==> src/rtl/riscv_test_monitor_if.sv <==
// riscv_test_monitor_if
// Groups the core-side signals the end-of-test monitor observes.
//   run_en    : core running, monitor armed
//   retire    : one instruction retires this cycle
//   pc        : PC of the retiring instruction
//   gp        : current value of x3
//   mem_we    : data store strobe
//   mem_addr  : store address
//   mem_wdata : store data
// master : the core (or bench) driving the stream
// slave  : the monitor observing it
interface riscv_test_monitor_if;
  logic        run_en;
  logic        retire;
  logic [31:0] pc;
  logic [31:0] gp;
  logic        mem_we;
  logic [31:0] mem_addr;
  logic [31:0] mem_wdata;

  modport master (
    output run_en, retire, pc, gp, mem_we, mem_addr, mem_wdata
  );

  modport slave (
    input run_en, retire, pc, gp, mem_we, mem_addr, mem_wdata
  );
endinterface

==> src/rtl/riscv_test_monitor.sv <==
// riscv_test_monitor
// End-of-test detector for riscv-tests runs. Watches the retire stream and
// store port, and reports pass / fail / timeout as registered verdicts.
// Ports:
//   clk      : single clock, rising edge
//   rst      : asynchronous active-low reset
//   bus      : core-side retire/store stream (slave modport)
//   done     : any verdict reached
//   pass     : test passed (result == 1)
//   fail     : test failed
//   timeout  : no verdict within TIMEOUT_CYCLES RUN edges
//   test_num : result[31:1] while failed, else 0
//   cycles   : RUN-state edge count, frozen once RUN is left
module riscv_test_monitor #(
  parameter logic [31:0] END_PC         = 32'h0000_0044,
  parameter logic [31:0] TOHOST_ADDR    = 32'h0000_1000,
  parameter bit          USE_TOHOST     = 1'b1,
  parameter int unsigned TIMEOUT_CYCLES = 5000,
  parameter int unsigned CNT_W          = 32
) (
  input  logic                  clk,
  input  logic                  rst,
  riscv_test_monitor_if.slave   bus,
  output logic                  done,
  output logic                  pass,
  output logic                  fail,
  output logic                  timeout,
  output logic [30:0]           test_num,
  output logic [CNT_W-1:0]      cycles
);

  typedef enum logic [2:0] {
    S_IDLE    = 3'd0,
    S_RUN     = 3'd1,
    S_CHECK   = 3'd2,
    S_PASS    = 3'd3,
    S_FAIL    = 3'd4,
    S_TIMEOUT = 3'd5
  } state_t;

  // Pre-edge count on the last RUN edge before a timeout verdict.
  localparam logic [CNT_W-1:0] CNT_LAST = CNT_W'(TIMEOUT_CYCLES - 1);
  localparam logic [CNT_W-1:0] CNT_MAX  = {CNT_W{1'b1}};

  state_t             state_r;
  state_t             state_nxt_s;
  logic [CNT_W-1:0]   cycles_r;
  logic [31:0]        result_r;
  logic               done_r;
  logic               pass_r;
  logic               fail_r;
  logic               timeout_r;
  logic [30:0]        test_num_r;

  logic               tohost_hit_s;
  logic               pc_hit_s;
  logic               limit_hit_s;
  logic               pass_nxt_s;
  logic               fail_nxt_s;
  logic               timeout_nxt_s;
  logic [30:0]        test_num_nxt_s;

  // A zero store to tohost is not a verdict; a PC match only counts on retire.
  assign tohost_hit_s = USE_TOHOST && bus.mem_we &&
                        (bus.mem_addr == TOHOST_ADDR) && (bus.mem_wdata != 32'h0000_0000);
  assign pc_hit_s     = bus.retire && (bus.pc == END_PC);
  assign limit_hit_s  = (cycles_r == CNT_LAST);

  // State and verdict output registers.
  always_ff @(posedge clk or negedge rst) begin
    if (!rst) begin
      state_r    <= S_IDLE;
      done_r     <= 1'b0;
      pass_r     <= 1'b0;
      fail_r     <= 1'b0;
      timeout_r  <= 1'b0;
      test_num_r <= 31'h0;
    end else begin
      state_r    <= state_nxt_s;
      done_r     <= pass_nxt_s | fail_nxt_s | timeout_nxt_s;
      pass_r     <= pass_nxt_s;
      fail_r     <= fail_nxt_s;
      timeout_r  <= timeout_nxt_s;
      test_num_r <= test_num_nxt_s;
    end
  end

  // Next-state selection; triggers beat timeout, tohost beats the PC trigger.
  always_comb begin
    state_nxt_s = state_r;
    case (state_r)
      S_IDLE: begin
        if (bus.run_en) begin
          state_nxt_s = S_RUN;
        end else begin
          state_nxt_s = S_IDLE;
        end
      end
      S_RUN: begin
        if (tohost_hit_s || pc_hit_s) begin
          state_nxt_s = S_CHECK;
        end else if (limit_hit_s) begin
          state_nxt_s = S_TIMEOUT;
        end else if (!bus.run_en) begin
          state_nxt_s = S_IDLE;
        end else begin
          state_nxt_s = S_RUN;
        end
      end
      S_CHECK: begin
        if (result_r == 32'h0000_0001) begin
          state_nxt_s = S_PASS;
        end else begin
          state_nxt_s = S_FAIL;
        end
      end
      S_PASS:    state_nxt_s = S_PASS;
      S_FAIL:    state_nxt_s = S_FAIL;
      S_TIMEOUT: state_nxt_s = S_TIMEOUT;
      default:   state_nxt_s = S_IDLE;
    endcase
  end

  // Verdict decode from the next state so the outputs land with the state.
  always_comb begin
    pass_nxt_s     = (state_nxt_s == S_PASS);
    fail_nxt_s     = (state_nxt_s == S_FAIL);
    timeout_nxt_s  = (state_nxt_s == S_TIMEOUT);
    test_num_nxt_s = 31'h0;
    if (state_nxt_s == S_FAIL) begin
      test_num_nxt_s = result_r[31:1];
    end else begin
      test_num_nxt_s = 31'h0;
    end
  end

  // Cycle counter and captured result; both reset on every IDLE->RUN arm.
  always_ff @(posedge clk or negedge rst) begin
    if (!rst) begin
      cycles_r <= {CNT_W{1'b0}};
      result_r <= 32'h0000_0000;
    end else if ((state_r == S_IDLE) && bus.run_en) begin
      cycles_r <= {CNT_W{1'b0}};
      result_r <= 32'h0000_0000;
    end else if (state_r == S_RUN) begin
      if (cycles_r != CNT_MAX) begin
        cycles_r <= cycles_r + CNT_W'(1);
      end
      if (tohost_hit_s) begin
        result_r <= bus.mem_wdata;
      end else if (pc_hit_s) begin
        result_r <= bus.gp;
      end
    end
  end

  assign done     = done_r;
  assign pass     = pass_r;
  assign fail     = fail_r;
  assign timeout  = timeout_r;
  assign test_num = test_num_r;
  assign cycles   = cycles_r;

endmodule

==> src/flat_wrapper.sv <==
// flat-port wrapper written by rule: the top's interface ports become plain ports
module riscv_test_monitor_flat 
#(
  parameter logic [31:0] END_PC         = 32'h0000_0044,
  parameter logic [31:0] TOHOST_ADDR    = 32'h0000_1000,
  parameter bit          USE_TOHOST     = 1'b1,
  parameter int unsigned TIMEOUT_CYCLES = 5000,
  parameter int unsigned CNT_W          = 32
)
  (clk, rst, done, pass, fail, timeout, test_num, cycles, bus_run_en, bus_retire, bus_pc, bus_gp, bus_mem_we, bus_mem_addr, bus_mem_wdata);
  riscv_test_monitor_if bus_i ();
  input  logic clk;
  input  logic rst;
  output logic done;
  output logic pass;
  output logic fail;
  output logic timeout;
  output logic [30:0] test_num;
  output logic [CNT_W-1:0] cycles;
  input wire logic [$bits(bus_i.run_en)-1:0] bus_run_en;
  input wire logic [$bits(bus_i.retire)-1:0] bus_retire;
  input wire logic [$bits(bus_i.pc)-1:0] bus_pc;
  input wire logic [$bits(bus_i.gp)-1:0] bus_gp;
  input wire logic [$bits(bus_i.mem_we)-1:0] bus_mem_we;
  input wire logic [$bits(bus_i.mem_addr)-1:0] bus_mem_addr;
  input wire logic [$bits(bus_i.mem_wdata)-1:0] bus_mem_wdata;
  assign bus_i.run_en = bus_run_en;
  assign bus_i.retire = bus_retire;
  assign bus_i.pc = bus_pc;
  assign bus_i.gp = bus_gp;
  assign bus_i.mem_we = bus_mem_we;
  assign bus_i.mem_addr = bus_mem_addr;
  assign bus_i.mem_wdata = bus_mem_wdata;
  riscv_test_monitor #(.END_PC(END_PC), .TOHOST_ADDR(TOHOST_ADDR), .USE_TOHOST(USE_TOHOST), .TIMEOUT_CYCLES(TIMEOUT_CYCLES), .CNT_W(CNT_W)) u_core (.clk(clk), .rst(rst), .bus(bus_i), .done(done), .pass(pass), .fail(fail), .timeout(timeout), .test_num(test_num), .cycles(cycles));
endmodule
==> config.mk <==
export PLATFORM = sky130hd
export DESIGN_NAME = riscv_test_monitor_flat
export DESIGN_NICKNAME = d
export VERILOG_FILES = /design/src/rtl/riscv_test_monitor_if.sv /design/src/rtl/riscv_test_monitor.sv /design/src/flat_wrapper.sv
export SDC_FILE = /design/constraint.sdc
export NUM_CORES = 1
export LEC_CHECK = 0
export BUFFER_PORTS_ARGS = -buffer_cell sky130_fd_sc_hd__buf_2
export CAP_MARGIN = 20
export CORE_ASPECT_RATIO = 0.8
export CORE_UTILIZATION = 50
export CTS_CLUSTER_SIZE = 20
export DETAILED_ROUTE_END_ITERATION = 10
export PLACE_DENSITY = 0.81
export SLEW_MARGIN = 20
export SYNTH_ARGS = -nofsm -noshare
export SYNTH_HDL_FRONTEND = slang
export SYNTH_SLANG_ARGS = --single-unit
==> constraint.sdc <==
create_clock -name clk -period 3.4 [get_ports clk]
set_input_delay 0.68 -clock clk [delete_from_list [all_inputs] [get_ports clk]]
set_output_delay 0.68 -clock clk [all_outputs]
set_load 0.05 [all_outputs]
==> impl_results.md, run 1 <==
* Clock Skews at 7.92 ps
* Predominant post-synthesis flop cell: dfrtp_1
* Initial Utilization at 0.518
* Num CTS Buffers at 9
* Clock tree buffer depth at 2
* Final min period at 2660 ps
* Crit-path max FO at 12
* GR Overflow Total at 0
* CP arrival at 2930 ps
* Total GRT Usage at 0.275
* Largest net degree at the start of global routing at just under 70
* Hold-fix buffers, CTS at 0
* Row count at 33
* Clock tree sinks at 102
* Vias in the first global route at 4788
* Yosys reg bits at around 100
* Peak supply drop at 218 uV
* Cells after DPL at 868
* Pins over their slew limit at 0
* Die width at between 100 and 150 um
* Synthesized area at about 5300 um2
* Setup TNS at 0 ps
* CTS Root Cell: clkbuf_16
* Area grow syn2layout at 27.6%
* Post-synthesis sequential area ratio at 0.477
* Vias per Instance at 6.08
* Core area at just over 10000 um2
* Layout cells sized above 1 at 0.325
* H-tree lvl count at 3
* Area share of the largest cell type after synthesis at 0.477
* Initial antenna violation count at 0
* Crit path launch type: flip-flop
* Filler cells at 827
* Pwr Total at 2.59 mW
* Area of the multi-input gates at 2550 um2
* Final setup viols at 0
* Nets at around 870
* Rel. slew slack at 0.446
* First-pass GRT wire length at between 20 and 25 mm
* ANT cells at 0
* Mapped Avg Cell Area at 9.74 um2
* Static leakage at around 3.6 nW
* # port buffers at 199
* Skew-Pair Late Insertion Delay at 340 ps
* CTS tree: yes
* Hold Slack at between 400 and 500 ps
* Post-Route WL at 15.5 mm
* Required time worst endpoint at 3670 ps
* Leading area contributor after synthesis: dfrtp_1
* Hold Vio Cnt, Final at 0
* Drt drc at 0
* Outcome: finished clean
* Layout Cells excl Fill at 884
* Synth Instances at 549
* Crit path kind: reg2reg
* Area contributors post-synth: dfrtp_1 48%, a211o_1 5.2%, a21oi_1 5.2%, a2bb2oi_1 5.2%, nor4_1 4.2%
* MaxCap Viol Count at 0
* Storage cell area at 2550 um2
* Fraction of registers with async set/reset at 1.00
* Initial drt markers at 531
* Synth unique cells at 49
* CP endpoint kind: flip-flop
* Die Ht at 94.5 um
* DR vias at 5378
* Die ar. at 11100 um2
* Mapped Nets at 683
* Clock-pin slew on the worst setup and hold paths at 70 ps
* Tightest Pin Transition at 831 ps
* Number of synthesized flops with an enable pin at 0
* PwrDens at 379 nW/um2
* HPWL Detailed at 11.2 mm
* Detailed Routing Iterations Pass 1 at 6
* DRT antenna net count at 0
* Hold Crit Class: in2async
* Post-layout util at 0.661
* RSZ-0062 raised after global routing: no
* Routed wire length per instance at 17.5 um
* PostCTS Resize Cnt at 0
* Final GP Congestion at 0.913
* Yosys Warn Count at 0
* Max Fclk at 0.376 GHz
* Setup bufs post-CTS at 0
* I/O pin total at 200
* Final period util at 0.782
sequential cells by signal, indices dropped and copies added, names as in the netlist:
name             count
u_core.fail          1
u_core.done          1
u_core.result_r     32
u_core.test_num     31
u_core.state_r       3
u_core.pass          1
u_core.cycles       32
u_core.timeout       1
stage by stage:
| step | cell area (um2) | setup WS [ps] |
|---|---|---|
| 2_1_floorplan | 5350 | 867 |
| 3_3_place_gp | 6500 | 750 |
| 3_5_place_dp | 6500 | 658 |
| 4_1_cts | 6820 | 766 |
| 5_1_grt | 6820 | 628 |
| 6_report | 6820 | 740 |
critical path, cell delays in order, from the launching register on:
cell,delay [ps]
dfrtp_1,500
nand4_1,480
or4_4,710
or4_1,420
or3_1,320
a21oi_1,150
layer usage:
layer	vias to the layer above	routed length (um)	track usage
met4	0	280	0.0855
met1	2599	6460	0.374
met2	298	7540	0.451
met3	27	1200	0.0489
li1	2454	-	-
met5	-	0	0
power by group:
part           internal (mW)  total, mW  switching (mW)  leakage (nW)
clock network          0.591       1.08           0.494         0.155
registers               1.23       1.25          0.0264          1.32
logic                 0.0905      0.247           0.157          2.13
total                   1.91       2.59           0.677          3.61
cells in the final DEF, fill, tap and decap left out, drive strengths merged, types with 2 or more instances in the layout:
| master | netlist | final |
|---|---|---|
| a211o | 32 | 32 |
| a21oi | 56 | 56 |
| a2bb2oi | 32 | 32 |
| a311oi | 2 | 2 |
| a41o | 2 | 2 |
| and2 | 35 | 35 |
| and3 | 5 | 5 |
| and4 | 6 | 6 |
| buf | 7 | 210 |
| clkbuf | 24 | 9 |
| clkinv | 0 | 3 |
| dfrtp | 102 | 102 |
| inv | 35 | 38 |
| mux2i | 4 | 4 |
| nand2 | 31 | 31 |
| nand2b | 5 | 5 |
| nand3 | 15 | 15 |
| nand3b | 3 | 3 |
| nand4 | 13 | 13 |
| nor2 | 8 | 8 |
| nor2b | 2 | 2 |
| nor3 | 10 | 10 |
| nor4 | 39 | 39 |
| nor4b | 7 | 7 |
| o211ai | 3 | 3 |
| o21a | 2 | 2 |
| o21ai | 19 | 19 |
| o31ai | 10 | 10 |
| or2 | 2 | 2 |
| or3 | 17 | 17 |
| or4 | 11 | 11 |
kinds of logic after synthesis:
logic type	Yosys count	synth area share
and+or+nand+nor	210	0.241
xor gates and xnor gates	2	0.00328
AOI/OAI and AO/OA	164	0.218
buffers and inverters	66	0.0508
adders and majority gates	1	0.00234
DFF	102	0.477
muxes	4	0.00749
synth_stat cells (10+ instances only):
cell         n
nand4_1     13
clkbuf_1    24
or3_1       17
inv_1       35
a211o_1     32
a21oi_1     56
nand2_1     31
and2_1      35
o21ai_0     10
dfrtp_1    102
nor4_1      36
nand3_1     13
a2bb2oi_1   32
final timing paths:
path	depth (start not counted)	endpoint	slack, ps	from
max	5	u_core.cycles[31]	740	u_core.cycles[3]
min	1	u_core.cycles[3]	420	rst
max reg2reg	5	u_core.cycles[31]	740	u_core.cycles[3]
min reg2reg	1	u_core.test_num[16]	520	u_core.result_r[17]
max in group asynchronous	2	u_core.test_num[28]	2180	rst
min in group clk	1	u_core.test_num[16]	520	u_core.result_r[17]
layout make-up:
type | instances | share of cell area
clock buffer | 9 | 0.0330
clock inverter | 7 | 0.0136
inverter | 35 | 0.0193
multi-input combinational | 381 | 0.374
sequential | 102 | 0.374
tap | 140 | 0.0257
timing repair buffer | 210 | 0.160
(Power assumes the default switching activity.)
==> inputs of run 2 (changes only) <==
Clock period 3.4 ns to 2.6 ns, I/O delays scaled along.
==> impl_results.md, run 2 (synthesis results as in run 1) <==
* Static leakage at 3.62 nW (+0.28%)
* Initial antenna violation count at 0 (unchanged)
* Final setup viols at 0 (unchanged)
* CP endpoint kind: flip-flop
* Layout cells sized above 1 at 0.326 (+0.000934)
* Switching power at 0.831 mW (+23%)
* Peak supply drop at 311 uV (+43%)
* DP Worst Slack at 201 ps (-457 ps)
* Routed wire length per instance at 17.4 um (-0.37%)
* Crit path kind: reg2reg
* PwrDens at 482 nW/um2 (+27%)
* Hold Slack at 219 ps (-202 ps)
* Crit-path slowest cell: or4_1
* MaxCap Viol Count at 0 (unchanged)
* Area grow syn2layout at 28.3%
* Vias per Instance at 6.09 (+0.12%)
* Largest net degree at the start of global routing at 59 (-13%)
* Clock tree buffer depth at 2 (unchanged)
* CTS tree: yes
* Tightest Pin Transition at 745 ps (-85.9 ps)
* Largest stage delay, worst path at 490 ps (-220 ps)
* Combinational Power Share at 0.100 (+0.004)
* Critical-path cell list: ha_1 > nand3_2 > nor4_2 > o211ai_1 > or4_1 > a21oi_1
* Cell internal pwr at 2.48 mW (+30%)
* First-pass GRT wire length at 24.3 mm (+0.34%)
* Drt drc at 0 (unchanged)
* I/O pin total at 200 (unchanged)
* Initial drt markers at 542 (+2.1%)
* Rel. slew slack at 0.502 (+0.0561)
* Final GP Congestion at 0.912 (about the same)
* Setup bufs post-CTS at 0 (unchanged)
* Crit path launch type: flip-flop
* Post-Route WL at 15.5 mm (about the same)
* Final min period at 2350 ps (-308 ps)
* Required time worst endpoint at 2870 ps (-800 ps)
* Die width at 118 um (unchanged)
* Hold-fix buffers, CTS at 0 (unchanged)
* Flop pwr share at 0.495 (+0.010)
* Post-layout util at 0.664 (+0.00339)
* CTS Root Cell: clkbuf_16
* Core area at 10300 um2 (unchanged)
* Initial Utilization at 0.518 (unchanged)
* Crit-path max FO at 10 (-2)
* Clock-pin slew on the worst setup and hold paths at 70 ps (about the same)
* Hold Vio Cnt, Final at 0 (unchanged)
* Setup ws final at 248 ps (-492 ps)
* Die ar. at 11100 um2 (unchanged)
* Clock Skews at 8.04 ps (+0.122 ps)
* PostCTS Resize Cnt at 0 (unchanged)
* Net Sw Frac at 0.251 (-0.0105)
* GR Overflow Total at 0 (unchanged)
* Hold Crit Class: in2async
* Max Fclk at 0.425 GHz (+13%)
* Clock group share of total power at 0.405 (-0.014)
* Nets at 877 (+0.46%)
* Filler cells at 828 (+0.12%)
* Row count at 33 (unchanged)
* Detailed Routing Iterations Pass 1 at 5 (-1)
* Vias in the first global route at 4953 (+3.4%)
* DR vias at 5409 (+0.58%)
* Commonest non-fill, non-tap cell in the layout: buf_2
* Final period util at 0.905 (+0.122)
* Pins over their slew limit at 0 (unchanged)
* HPWL Detailed at 11.3 mm (+1.2%)
* ANT cells at 0 (unchanged)
* RSZ-0062 raised after global routing: no
* Skew-Pair Late Insertion Delay at 340 ps (about the same)
* H-tree lvl count at 3 (unchanged)
* DRT antenna net count at 0 (unchanged)
* # port buffers at 199 (unchanged)
* Setup TNS at 0 ps (unchanged)
* Die Ht at 94.5 um (unchanged)
* Clock tree sinks at 102 (unchanged)
* Total GRT Usage at 0.276 (+0.000441)
* Outcome: finished clean
* Num CTS Buffers at 9 (unchanged)
* Most frequent cells in the layout: 198 x buf_2, 102 x dfrtp_1, 56 x a21oi_1
* CP arrival at 2620 ps (-310 ps)
-- run 2: changes by cell type in the layout (fill, tap and decap cells not counted) --
cell / before / now
buf_12: 1 / 3
buf_4: 11 / 13
clkbuf_1: 0 / 2
clkinv_2: 0 / 1
clkinv_8: 1 / 0
clkinvlp_4: 0 / 1
inv_6: 2 / 0
inv_8: 1 / 0
nor2_2: 1 / 0
nor2_4: 0 / 1
-- run 2: stage by stage --
stage	cell area, um2	total power [mW]	cells
global route	6860	3.42	888
detailed placement	6550	2.00	872
floorplan	5350	1.80	549
finish	6860	3.31	888
CTS	6850	3.33	888
global placement	6550	1.99	872
-- run 2: final cells by class --
class,instances,area (um2),area share
Multi-Input combinational cell,381,2560,0.373
Sequential cell,102,2550,0.372
Timing Repair Buffer,214,1150,0.167
Clock buffer,11,233,0.0339
Tap cell,140,175,0.0255
Inverter,35,131,0.0192
Clock inverter,5,60.1,0.00876
-- run 2: path summary, 6_finish.rpt --
path / from / endpoint / slack, ps / cells after the start
max in group asynchronous: rst / u_core.test_num[11] / 1690 / 2
setup / recovery: u_core.cycles[0] / u_core.cycles[22] / 250 / 6
hold reg to reg: u_core.result_r[25] / u_core.test_num[24] / 520 / 1
setup reg to reg: u_core.cycles[0] / u_core.cycles[22] / 250 / 6
hold / removal: rst / u_core.cycles[4] / 220 / 1
min in group clk: bus_mem_wdata[4] / u_core.result_r[4] / 470 / 3
-- run 2: metal layers --
layer | track usage | up-vias | wire length [um]
met4 | 0.101 | 0 | 340
li1 | - | 2467 | -
met3 | 0.0568 | 31 | 1080
met1 | 0.367 | 2629 | 6670
met5 | 0 | - | 0
met2 | 0.448 | 282 | 7400
-- run 2: power groups by stage --
| stage | clock network, mW | logic (mW) | registers [mW] |
|---|---|---|---|
| final | 1.34 | 0.330 | 1.64 |
| after global routing | 1.42 | 0.357 | 1.64 |
| after CTS | 1.36 | 0.332 | 1.64 |
| after detailed placement | 0 | 0.331 | 1.67 |
| after global placement | 0 | 0.322 | 1.67 |
| after floorplan | 0 | 0.0610 | 1.73 |
-- run 2: critical path: cells and delay by family (launching register included) --
family          cells  cell delay [ps]
flops               1              420
fa+ha+maj           1              270
simple gates        3             1090
compound gates      2              500
